[config.mk]
export PLATFORM = sky130hd
export DESIGN_NAME = sr_latch_exerciser
export DESIGN_NICKNAME = d
export VERILOG_FILES = /design/src/rtl/sr_latch_exerciser.sv
export SDC_FILE = /design/constraint.sdc
export NUM_CORES = 1
export LEC_CHECK = 0
export BUFFER_PORTS_ARGS = -buffer_cell sky130_fd_sc_hd__buf_2
export CORE_MARGIN = 5
export CORE_UTILIZATION = 45
export CTS_BUF_LIST = sky130_fd_sc_hd__clkbuf_4 sky130_fd_sc_hd__clkbuf_8 sky130_fd_sc_hd__clkbuf_16
export DETAILED_ROUTE_END_ITERATION = 6
export PLACE_DENSITY_LB_ADDON = 0.05
export SLEW_MARGIN = 20
export SYNTH_ARGS = -nofsm -noshare
export SYNTH_HDL_FRONTEND = slang
export SYNTH_SLANG_ARGS = --single-unit
[constraint.sdc]
create_clock -name clk -period 2.9 [get_ports clk]
set_input_delay 0.58 -clock clk [delete_from_list [all_inputs] [get_ports clk]]
set_output_delay 0.58 -clock clk [all_outputs]
set_load 0.02 [all_outputs]
[src/rtl/sr_latch_exerciser.sv]
// Self-test engine for a gated SR latch. It drives a fixed six-step s/r/enable sequence
// and checks q/q_n after a settle window, then reports pass, the first failing step and a failure count.
module sr_latch_exerciser #(
    parameter int unsigned SETTLE_CYCLES = 4,
    parameter bit          STOP_ON_FAIL  = 1'b1
) (
    input  logic       clk,
    input  logic       rst_n,
    input  logic       start,
    input  logic       q,
    input  logic       q_n,
    output logic       s,
    output logic       r,
    output logic       enable,
    output logic       busy,
    output logic       done,
    output logic       pass,
    output logic [2:0] fail_step,
    output logic [2:0] fail_count
);

    typedef enum logic [2:0] {
        ST_IDLE   = 3'd0,
        ST_APPLY  = 3'd1,
        ST_SETTLE = 3'd2,
        ST_CHECK  = 3'd3,
        ST_FINISH = 3'd4
    } state_t;

    localparam logic [7:0] SETTLE_LOAD = 8'(SETTLE_CYCLES - 1);
    localparam logic [2:0] LAST_STEP   = 3'd5;

    // Step ROM drive values as {s, r, enable}; s=r=1 with enable=1 never appears.
    function automatic logic [2:0] step_drive(input logic [2:0] idx);
        case (idx)
            3'd0:    step_drive = 3'b011;
            3'd1:    step_drive = 3'b001;
            3'd2:    step_drive = 3'b101;
            3'd3:    step_drive = 3'b001;
            3'd4:    step_drive = 3'b010;
            3'd5:    step_drive = 3'b011;
            default: step_drive = 3'b000;
        endcase
    endfunction

    function automatic logic step_expect(input logic [2:0] idx);
        case (idx)
            3'd2, 3'd3, 3'd4: step_expect = 1'b1;
            default:          step_expect = 1'b0;
        endcase
    endfunction

    state_t     r_state;
    state_t     w_next;
    logic [2:0] r_step;
    logic [7:0] r_cnt;
    logic       r_s;
    logic       r_r;
    logic       r_en;
    logic       r_busy;
    logic       r_done;
    logic       r_pass;
    logic [2:0] r_fail_step;
    logic [2:0] r_fail_count;
    logic [2:0] w_load_idx;
    logic [2:0] w_load;
    logic       w_exp;
    logic       w_mismatch;

    assign w_load_idx = (r_state == ST_IDLE) ? 3'd0 : (r_step + 3'd1);
    assign w_load     = step_drive(w_load_idx);
    assign w_exp      = step_expect(r_step);
    // Case inequality so that X or Z on either latch output counts as a failure.
    assign w_mismatch = (r_state == ST_CHECK) && ((q !== w_exp) || (q_n !== ~w_exp));

    // State register.
    always_ff @(posedge clk or negedge rst_n) begin
        if (!rst_n) begin
            r_state <= ST_IDLE;
        end else begin
            r_state <= w_next;
        end
    end

    // Next-state logic.
    always_comb begin
        w_next = r_state;
        case (r_state)
            ST_IDLE: begin
                if (start) w_next = ST_APPLY;
                else       w_next = ST_IDLE;
            end
            ST_APPLY: w_next = ST_SETTLE;
            ST_SETTLE: begin
                if (r_cnt == 8'd0) w_next = ST_CHECK;
                else               w_next = ST_SETTLE;
            end
            ST_CHECK: begin
                if (w_mismatch && STOP_ON_FAIL) w_next = ST_FINISH;
                else if (r_step < LAST_STEP)    w_next = ST_APPLY;
                else                            w_next = ST_FINISH;
            end
            ST_FINISH: w_next = ST_IDLE;
            default:   w_next = ST_IDLE;
        endcase
    end

    // Registered outputs and run datapath, all keyed off the upcoming state.
    always_ff @(posedge clk or negedge rst_n) begin
        if (!rst_n) begin
            r_step       <= 3'd0;
            r_cnt        <= 8'd0;
            r_s          <= 1'b0;
            r_r          <= 1'b0;
            r_en         <= 1'b0;
            r_busy       <= 1'b0;
            r_done       <= 1'b0;
            r_pass       <= 1'b0;
            r_fail_step  <= 3'd0;
            r_fail_count <= 3'd0;
        end else begin
            r_done <= (w_next == ST_FINISH);
            r_busy <= (w_next == ST_APPLY) || (w_next == ST_SETTLE) || (w_next == ST_CHECK);
            if (w_next == ST_APPLY) begin
                {r_s, r_r, r_en} <= w_load;
                r_step           <= w_load_idx;
                r_cnt            <= SETTLE_LOAD;
            end else if ((r_state == ST_SETTLE) && (r_cnt != 8'd0)) begin
                r_cnt <= r_cnt - 8'd1;
            end else if (w_next == ST_FINISH) begin
                {r_s, r_r, r_en} <= 3'b000;
                // The mismatch seen on this same edge must count toward the result.
                r_pass           <= (r_fail_count == 3'd0) && !w_mismatch;
            end else begin
                r_cnt <= r_cnt;
            end
            if ((r_state == ST_IDLE) && start) begin
                r_fail_count <= 3'd0;
                r_fail_step  <= 3'd0;
                r_pass       <= 1'b0;
            end else if (w_mismatch) begin
                r_fail_count <= r_fail_count + 3'd1;
                if (r_fail_count == 3'd0) r_fail_step <= r_step;
                else                      r_fail_step <= r_fail_step;
            end else begin
                r_fail_count <= r_fail_count;
            end
        end
    end

    assign s          = r_s;
    assign r          = r_r;
    assign enable     = r_en;
    assign busy       = r_busy;
    assign done       = r_done;
    assign pass       = r_pass;
    assign fail_step  = r_fail_step;
    assign fail_count = r_fail_count;

endmodule

* After elaboration in Yosys (flattened, before gate mapping) *
Index checks and enable logic that the tools add are counted.

cells by class
  equal/unequal tests = 20
  order comparisons = 1
  reductions and logical operators = 24
  add/subtract/negate cells = 3
  bitwise logic cells = 1
  multiplexer cells = 24

operators by type and width
  cell                                                   count
  == test 3 x 2 -> 1 bit, second input constant          8
  2-to-1 mux 3 bit                                       8
  case mux 3 bit (4 select lines)                        2
  2-to-1 mux 8 bit                                       2
  == test 3 bit, second input constant                   4
  2-to-1 mux 1 bit                                       12
  nonzero test 2 bit                                     5
  == test 3 x 1 -> 1 bit, second input constant          3
  zero test 3 bit                                        3
  zero test 8 bit                                        1
  nonzero test 8 bit                                     1
  subtractor 8 x 1 -> 8 bit, second input constant       1
  adder 3 x 1 -> 3 bit, second input constant            2
  logical AND 1 bit                                      4
  inequality test 2 x 1 -> 1 bit, second input constant  2
  AND reduction 2 bit                                    2
  OR reduction 2 bit                                     2
  logical OR 1 bit                                       3
  < comparator 3 bit, second input constant              1
  AND reduction 3 bit                                    1
  OR reduction 3 bit                                     1
  inequality test 2 bit, second input constant           1
  case inequality test 1 bit                             2
  zero test 1 bit                                        1
  inverter 1 bit                                         1

word-level totals
  register bits = 26
  output and inout port bits = 12
  bits of input ports = 5

* Depth between registers and ports, before layout *
Gate-level depths: netlist (run 1).

  depth in word-level cells = 14
  mapped depth = 7
  mapped depth without buffers = 6

* Worst setup path after synthesis (run 1) *
No wires, ideal clock.

  path kind = register to register
  start = register r_step[0]
  end = register r_fail_count[1] (netlist: fail_count[1])
  data arrival time = 1.944 ns
  period minus slack after synthesis = 2.068 ns
  setup slack = 0.832 ns
  setup time = 0.125 ns
  cell stages (with the launch flop) = 7
  required time = 2.775 ns
  cells stage by stage = dfrtp_1 inv_1 ha_1 mux2_4 or3_2 nand3_1 mux2_2

between the ends
  longest elaborated chain between the ends = 8

ends and longest elaborated chain
  item                                                            line  source
  start: declaration                                              55    logic [2:0] r_step;
  start signal: assignment                                        126   r_step <= w_load_idx;
  == test 3 x 2 -> 1 bit / == test 3 bit (equally long branches)  47    case (idx)
  OR reduction 3 bit *                                            47
  2-to-1 mux 1 bit *                                              47
  inverter 1 bit                                                  74    assign w_mismatch = (r_state == ST_CHECK) && ((q !== w_exp) || (q_n !== ~w_exp));
  case inequality test 1 bit                                      74
  logical OR 1 bit *                                              74
  logical AND 1 bit *                                             74
  nonzero test 2 bit (no line) *                                  n/a
  end signal: assignment                                          142   r_fail_count <= r_fail_count + 3'd1;
  end signal: assignment                                          146   r_fail_count <= r_fail_count;
  end: declaration                                                64    logic [2:0] r_fail_count;

Every way passes the cells marked *; elsewhere a longest branch is shown, timed or not.
A chain may end at the register's enable or synchronous reset.

* Worst setup path after layout (run 1) *
  start = register r_step[0]
  end = register r_r (netlist: r)

between the ends
  longest elaborated chain between the ends = 12

ends and longest elaborated chain
  item                                                                          line      source
  == test 3 x 2 -> 1 bit / == test 3 bit (equally long branches)                47
  OR reduction 3 bit                                                            47
  2-to-1 mux 1 bit                                                              47
  inverter 1 bit                                                                74
  case inequality test 1 bit                                                    74
  logical OR 1 bit                                                              74
  logical AND 1 bit                                                             74
  2-to-1 mux 3 bit                                                              99        if (w_mismatch && STOP_ON_FAIL) w_next = ST_FINISH;
  case mux 3 bit (4 select lines)                                               88        case (r_state)
  == test 3 x 1 -> 1 bit / == test 3 bit (equally long branches)                124, 130
  inequality test 2 bit (no line) / nonzero test 2 bit (equally long branches)  n/a
  AND reduction 2 bit (no line)                                                 n/a
  end signal: assignment                                                        125       {r_s, r_r, r_en} <= w_load;
  end: declaration                                                              58        logic r_r;

Several ways; a longest one is shown, not always the timed one.

==> results_dict.tcl, run 1 <==
set metrics [dict create \
    cp.arrival_ps 2580 \
    post-cts-setup-buffers 0 \
    cts_sinks 26 \
    fmax_mhz 433.0 \
    grt-ovfl-total 0 \
    finalCriticalPeriod_ps 2310 \
    ctsHoldBuffers 0 \
    fillerInstances 305 \
    grt_first_pass_wirelength_um 5037 \
    avgSynthCellArea_um2 10.27 \
    io_pins 17 \
    dieArea_um2 4507 \
    start_kind "flip-flop" \
    route.detailed.drc 0 \
    drv_slew 0 \
    cts_tree "done" \
    post_cts_resized 0 \
    htreeDepth 1 \
    start_util 0.4734 \
    ir_drop_mv 0.3921 \
    grt_max_degree 27 \
    synthArstFlopShare 1.000 \
    final.setup_skew_ps 1.241 \
    rows 20 \
    ys.flop_type "dfrtp_1" \
    routedWlPerCell_um 13.66 \
    power.density_nw_per_um2 880.7 \
    status "completed" \
    via_per_inst 5.335 \
    required_ps 3170 \
    die_x_um 67.14 \
    place_ws_ps 601.6 \
    setup_violations 0 \
    ys_ff_latch 26 \
    syn_area_um2 1469 \
    rrSetupSlack_ps 590 \
    multi_input_area_um2 760.7 \
    die_height_um 67.14 \
    firstDrtPassIters 4 \
    final_core_utilization 0.5210 \
    gp_congestion 0.7895 \
    coreArea_um2 3103 \
    yosysSeqAreaShare 0.4429 \
    synthCells 143 \
    clockBufferDepth 2 \
    fin_nets 173 \
    ctsRootBufferMaster "clkbuf_4" \
    synth_top_area_share 0.4429 \
    drtIter0Drc 90 \
    drive_above_1_share 0.2390 \
    wirelength_um 2772 \
    yosys-top-cells-area "dfrtp_1 44%, ha_1 6.8%, mux2i_1 5.5%" \
    slew-limit-headroom 0.6131 \
    ant_nets 0 \
    cts_buffers 3 \
    criticalPathCategory "flip-flop to flip-flop" \
    end_kind "flip-flop" \
    layout.area.seq_um2 650.6 \
    clock_latency_ps 320 \
    reg2reg_from "r_step[0]$_DFFE_PN0P_" \
    finalCritPeriodShare 0.7965 \
    area_growth_pct 10.05 \
    hpwl_um 2121 \
    r2r_end "r$_DFFE_PN0P_" \
    tns_ps 0 \
    synth_nets 156 \
    synth-edff-count 0 \
    rsz0062_at_grt "no" \
    power_leakage_nw 0.8061 \
    cp_max_fo 13 \
    vias 1083 \
    clk_pin_slew_ps 150 \
    first_global_vias 1084 \
    ff2ff_path_depth 6 \
    antenna_found_initial 0 \
    drv_cap 0 \
    worstSetupEndpoint "r$_DFFE_PN0P_" \
    yosys.area.top_type "dfrtp_1" \
    post-route-worst-setup-slack_ps 590.3 \
    worst-slew-pin-transition_ps 572.3 \
    startpoint "r_step[0]$_DFFE_PN0P_" \
    antenna_cells 0 \
    port_buffers 16 \
    grtUsageTotal 0.1449 \
    ys_warn_count 0 \
    hold_class "input pin to async pin" \
    synth_cell_type_count 47 \
    hold_viol 0 \
]
==> stage by stage <==
stage	hold WS, ps	area (um2)	power, mW	cells
floorplan	284.4	1469	1.096	143
global placement	469.6	1580	1.226	199
detailed placement	476.8	1580	1.247	199
CTS	253.9	1617	1.436	203
global route	257.4	1617	1.558	203
finish	228.9	1617	1.424	203
==> registers in the layout (all words and copies together) (netlist names) <==
register    cells
s               1
fail_step       3
r_step          3
r               1
fail_count      3
enable          1
pass            1
busy            1
done            1
r_state         3
r_cnt           8
==> worst min-delay path by stage <==
stage                                           end                 start  slack, ps  depth (start not counted)
after floorplan                      busy$_DFF_PN0_                 rst_n        280                          0
after CTS                 fail_count[0]$_DFFE_PN0P_                 rst_n        250                          1
after global routing      fail_count[0]$_DFFE_PN0P_                 rst_n        260                          1
final                     fail_count[0]$_DFFE_PN0P_                 rst_n        230                          1
after global placement         r_cnt[1]$_DFFE_PN0P_  r_cnt[1]$_DFFE_PN0P_        470                          1
after detailed placement       r_cnt[1]$_DFFE_PN0P_  r_cnt[1]$_DFFE_PN0P_        480                          1
==> power breakdown <==
group	internal [mW]	switching [mW]
Combinational	0.291	0.374
Clock	0.0767	0.111
Sequential	0.467	0.104
Total	0.836	0.588
==> metal layers <==
metal | part of all wire | up-vias | global-route usage | routed length, um
li1 | - | 549 | - | -
met1 | 0.52 | 516 | 0.2099 | 1455
met2 | 0.43 | 16 | 0.2209 | 1186
met3 | 0.040 | 2 | 0.02829 | 111
met4 | 0.0065 | 0 | 0.03797 | 18
met5 | 0 | - | 0 | 0
==> synthesized netlist by cell type, types with 3 or more instances <==
cell       n
a21oi_1    7
dfrtp_1   26
ha_1       8
inv_1      9
mux2i_1    8
nand2_1   13
nand3_1    5
nand3b_1   3
nor2_1     8
o21ai_0    5
or2_2      3
or3_1      4
==> logic make-up after synthesis <==
kind of cell	Yosys count	synth area share
multiplexers	10	0.07240
AND/OR/NAND/NOR	54	0.2112
buffers and inverters	13	0.03918
XOR/XNOR	2	0.01193
flip-flops	26	0.4429
AO/OA/AOI/OAI	30	0.1542
adder cells (fa/ha/maj)	8	0.06815
==> layout make-up <==
type,count,area share
multi-input combinational,104,0.4706
sequential,26,0.4025
timing repair buffer,16,0.04954
tap,44,0.03406
clock buffer,4,0.02245
inverter,9,0.02090
==> worst max-delay path: stages, from the launching register on <==
cell	delay, ps
dfrtp_1	450
inv_1	140
ha_1	230
mux2_4	280
or4_4	530
a31oi_4	420
a22o_2	200
==> cell usage in the layout, fill, tap and decap left out, types with 2 or more instances in the layout <==
cell	instances
clkbuf_4	3
buf_2	16
nand3b_1	3
nor2_1	8
mux2i_1	8
or2_2	3
nor3_1	2
dfrtp_1	26
ha_1	8
a211o_1	2
nand3_1	5
o21ai_0	5
nor3b_1	2
or3_1	4
nand2_1	13
or3b_2	2
or4_1	2
xnor2_1	2
and3_2	2
a21o_2	2
inv_1	9
a21oi_1	7
No activity file was read; power rests on OpenSTA's default activity.
==> run 2: changes to the inputs <==
- clock period: 2.9 -> 2 ns (I/O delays scaled with it)
==> run 2 against run 1 <==
Cell area increased by 9.4%. Wire length increased by 5.5%. Critical path depth unchanged. Critical endpoint is now enable$_DFFE_PN0P_. Clock skew increased by 5.8 ps. Combinational power increased by 85%. Global-route usage increased by 0.18 points. Clock power increased by 21%. Register-to-register slack got worse by 560 ps. Sequential power increased by 41%. Setup slack got worse by 560 ps. Die area unchanged.
==> results_dict.tcl, run 2 (synthesis results as in run 1) <==
set metrics [dict create \
    finalCriticalPeriod_ps 1974 \
    hold_viol 0 \
    ir_drop_mv 0.6282 \
    worst-slew-pin-transition_ps 585.3 \
    place_ws_ps -14.73 \
    clkPwrFrac 0.100 \
    final_common_cell "dfrtp_1" \
    hold_class "input pin to async pin" \
    io_pins 17 \
    cts_sinks 26 \
    drtIter0Drc 87 \
    start_kind "flip-flop" \
    firstDrtPassIters 4 \
    grtUsageTotal 0.1466 \
    start_util 0.4734 \
    port_buffers 16 \
    timing.hold.ws_ps 52.80 \
    grt_max_degree 27 \
    p_sw_frac 0.4008 \
    netSwitchingPower_uw 905.9 \
    rsz0062_at_grt "yes" \
    drive_above_1_share 0.3621 \
    cp_max_fo 13 \
    htreeDepth 1 \
    largest_reg_flops 8 \
    vias 1164 \
    grt_first_pass_wirelength_um 5037 \
    top_register "r_cnt" \
    fin_nets 189 \
    antenna_found_initial 0 \
    via_per_inst 5.339 \
    final.setup_skew_ps 7.089 \
    die_height_um 67.14 \
    route.detailed.drc 0 \
    hpwl_um 2198 \
    drv_slew 0 \
    rows 20 \
    criticalPathCategory "flip-flop to flip-flop" \
    power_frac_seq 0.357 \
    dp.cells 212 \
    gp_congestion 0.7639 \
    ctsRootBufferMaster "clkbuf_4" \
    setup_violations 0 \
    final_cell_mix "26 x dfrtp_1, 16 x buf_2, 15 x buf_4" \
    power.total_mw 2.260 \
    fmax_mhz 506.6 \
    antenna_cells 0 \
    required_ps 2270 \
    instances_no_fill 218 \
    status "completed" \
    power.density_nw_per_um2 1278 \
    area_growth_pct 20.44 \
    cts_tree "done" \
    clock_latency_ps 320 \
    power_leakage_nw 0.8774 \
    first_global_vias 1109 \
    internal-power_mw 1.355 \
    dieArea_um2 4507 \
    power_frac_comb 0.543 \
    grt-ovfl-total 0 \
    routedWlPerCell_um 13.41 \
    ctsHoldBuffers 0 \
    slew-limit-headroom 0.6098 \
    ant_nets 0 \
    drv_cap 0 \
    cp.arrival_ps 2240 \
    clockBufferDepth 2 \
    coreArea_um2 3103 \
    die_x_um 67.14 \
    cts_buffers 3 \
    wirelength_um 2924 \
    end_kind "flip-flop" \
    clk_pin_slew_ps 140 \
    finalCritPeriodShare 0.9871 \
    post-route-worst-setup-slack_ps 25.89 \
]
run 2: changes by cell type in the layout (fill, tap and decap cells not counted), moves of 2 or more:
cell and delta:
inv_1 -3, inv_2 +3, ha_2 +3, ha_1 -3, buf_4 +15, or3_4 +2
run 2: power groups by stage:
| stage | logic (mW) | clock network (mW) | registers (mW) |
|---|---|---|---|
| 6_report | 1.23 | 0.226 | 0.806 |
| 5_1_grt | 1.37 | 0.254 | 0.835 |
| 4_1_cts | 1.17 | 0.234 | 0.801 |
| 3_5_place_dp | 1.15 | 0 | 0.812 |
| 3_3_place_gp | 1.14 | 0 | 0.803 |
| 2_1_floorplan | 0.754 | 0 | 0.840 |
run 2: per-layer routing:
| layer | wire length (um) | track usage | vias to the layer above |
|---|---|---|---|
| li1 | - | - | 581 |
| met1 | 1472 | 0.2099 | 553 |
| met2 | 1295 | 0.2209 | 26 |
| met3 | 115 | 0.02163 | 4 |
| met4 | 40 | 0.06076 | 0 |
| met5 | 0 | 0 | - |
run 2: cell type report:
class / instances / area (um2)
clock buffer: 3 / 22.52
tap: 44 / 55.05
timing repair buffer: 32 / 212.7
fill: 288 / 1334
inverter: 9 / 33.78
multi-input combinational: 104 / 794.5
sequential: 26 / 650.6
run 2: final timing paths:
check | slack, ps | cells past startpoint | end | from
min in group clk | 510 | 2 | s$_DFFE_PN0P_ | s$_DFFE_PN0P_
max | 30 | 6 | enable$_DFFE_PN0P_ | r_step[0]$_DFFE_PN0P_
min reg2reg | 510 | 2 | s$_DFFE_PN0P_ | s$_DFFE_PN0P_
max in group asynchronous | 1560 | 1 | r_cnt[5]$_DFFE_PN0P_ | rst_n
max reg2reg | 30 | 6 | enable$_DFFE_PN0P_ | r_step[0]$_DFFE_PN0P_
min | 50 | 1 | fail_count[0]$_DFFE_PN0P_ | rst_n
run 2: repair_timing:
item | CTS | global route
resized for setup | 3 | 7
pin swaps | 1 | 3
buffers inserted | 0 | 3
setup endpoints to repair | 8 | 13
run 2: worst max-delay path, cell delays in order (launching register included):
cell and delay [ps]:
dfrtp_1 450, ha_1 220, ha_2 190, or4_4 590, a31oi_4 180, buf_12 160, a22o_1 130
run 2: metrics by stage:
step / setup TNS [ps] / area (um2) / utilization
after detailed placement: -30.14 / 1695 / 0.5464
after global placement: 0 / 1695 / 0.5464
after global routing: -82.14 / 1769 / 0.5702
after floorplan: -3.669 / 1474 / -
after CTS: 0 / 1729 / 0.5573
final: 0 / 1769 / 0.5702
==> run 3: changes to the inputs <==
- CTS_BUF_LIST: sky130_fd_sc_hd__clkbuf_4 sky130_fd_sc_hd__clkbuf_8 sky130_fd_sc_hd__clkbuf_16 -> default
- HOLD_SLACK_MARGIN: default -> 0.15
==> run 3 against run 2 <==
Combinational power about the same. Cell area increased by 0.57%. Count of clock-buffer cells in the layout unchanged. Via count up 0.26%. Flip-flop and latch count stayed put. Power about the same. Wire length rose by 0.17%. Critical path type unchanged. Largest power group unchanged.
==> results_dict.tcl, run 3 (synthesis results as in run 1) <==
set metrics [dict create \
    power_leakage_nw 0.8816 \
    cp_max_fo 6 \
    start_util 0.4734 \
    multi_input_area_um2 794.5 \
    gp_congestion 0.7639 \
    clk_pin_slew_ps 140 \
    grtUsageTotal 0.1473 \
    via_per_inst 5.329 \
    first_global_vias 1121 \
    finalCriticalPeriod_ps 1971 \
    largest_reg_flops 8 \
    grt_first_pass_wirelength_um 5064 \
    grt.met2_usage 0.2233 \
    post-route-worst-setup-slack_ps 28.77 \
    area_growth_pct 21.12 \
    drv_cap 0 \
    start_kind "flip-flop" \
    htreeDepth 1 \
    wirelength_um 2929 \
    ir_drop_mv 0.6277 \
    die_x_um 67.14 \
    grt_use_met3 0.02163 \
    required_ps 2270 \
    status "completed" \
    fillerInstances 287 \
    dieArea_um2 4507 \
    cp.arrival_ps 2240 \
    worst-slew-pin-transition_ps 586.3 \
    ctsRootBufferMaster "clkbuf_4" \
    antenna_cells 0 \
    final.setup_skew_ps 5.297 \
    rows 20 \
    place_ws_ps -14.73 \
    drv_slew 0 \
    ant_nets 0 \
    drive_above_1_share 0.3600 \
    slew-limit-headroom 0.6091 \
    final_common_cell "dfrtp_1" \
    cts_buffers 3 \
    route.detailed.drc 0 \
    antenna_found_initial 0 \
    grt_max_degree 27 \
    port_buffers 16 \
    io_pins 17 \
    clockBufferDepth 2 \
    whs_path_depth 2 \
    hold_class "flip-flop to flip-flop" \
    top_register "r_cnt" \
    dpl_cell_area_um2 1695 \
    coreArea_um2 3103 \
    drtIter0Drc 66 \
    rsz0062_at_grt "yes" \
    cts_sinks 26 \
    criticalPathCategory "flip-flop to flip-flop" \
    hpwl_um 2198 \
    dp.cells 212 \
    finalCritPeriodShare 0.9856 \
    power.total_mw 2.260 \
    layout.area.seq_um2 650.6 \
    final_cell_mix "26 x dfrtp_1, 16 x buf_2, 15 x buf_4" \
    cts_tree "done" \
    setup_violations 0 \
    gr-usage-met1 0.2099 \
    instances_no_fill 219 \
    clock_latency_ps 320 \
    grt-ovfl-total 0 \
    top_usage_layer "met2" \
    vias 1167 \
    routedWlPerCell_um 13.37 \
    final_area_um2 1779 \
    fmax_mhz 507.3 \
    firstDrtPassIters 4 \
    die_height_um 67.14 \
    power.density_nw_per_um2 1270 \
    ff2ff_path_depth 5 \
    hold_viol 0 \
    fin_nets 190 \
    end_kind "flip-flop" \
]
## run 3: path summary, 6_finish.rpt
| kind | slack, ps | start | end |
|---|---|---|---|
| min in group asynchronous | 590 | rst_n | fail_count[0]$_DFFE_PN0P_ |
| worst max register to register | 30 | r_step[0]$_DFFE_PN0P_ | r_cnt[0]$_DFFE_PN0P_ |
| worst min-delay path | 510 | s$_DFFE_PN0P_ | s$_DFFE_PN0P_ |
| worst max-delay path | 30 | r_step[0]$_DFFE_PN0P_ | r_cnt[0]$_DFFE_PN0P_ |
| max in group asynchronous | 1020 | rst_n | r_cnt[5]$_DFFE_PN0P_ |
| worst min register to register | 510 | s$_DFFE_PN0P_ | s$_DFFE_PN0P_ |
## run 3: routing by layer
metal,part of all wire,vias up
met5,0,-
met4,0.014,0
met3,0.047,4
met2,0.45,30
met1,0.49,550
li1,-,583
## run 3: worst max-delay path, stage by stage, from the launching register on
cell and delay [ps]:
dfrtp_1 450, ha_1 220, ha_2 190, or4_4 590
a311o_2 400, nand2_1 60
## run 3: cell type report
class,instances,share of cell area
inverter,9,0.01899
clock buffer,3,0.01266
tap,44,0.03094
timing repair buffer,33,0.1252
sequential,26,0.3657
multi-input combinational,104,0.4466
## run 3: metrics by stage
step / utilization / setup TNS (ps) / hold WS, ps
floorplan: - / -3.669 / 104.4
global placement: 0.5464 / 0 / 432.3
detailed placement: 0.5464 / -30.14 / 442.5
CTS: 0.5605 / 0 / 510.5
global route: 0.5734 / -82.14 / 553.4
finish: 0.5734 / 0 / 506.4
## run 3: what timing repair did
item,in CTS,in global routing
setup buffers,0,3
hold buffers,1,0
hold endpoints to repair,26,0
pin swaps,1,3
resized for setup,3,7
setup endpoints to repair,8,13
## run 3: report_power, final
| group | leakage [nW] | switching [mW] | internal, mW | total (mW) |
|---|---|---|---|---|
| clock network | 0.0138 | 0.153 | 0.0706 | 0.224 |
| registers | 0.341 | 0.128 | 0.678 | 0.806 |
| logic | 0.526 | 0.623 | 0.607 | 1.23 |
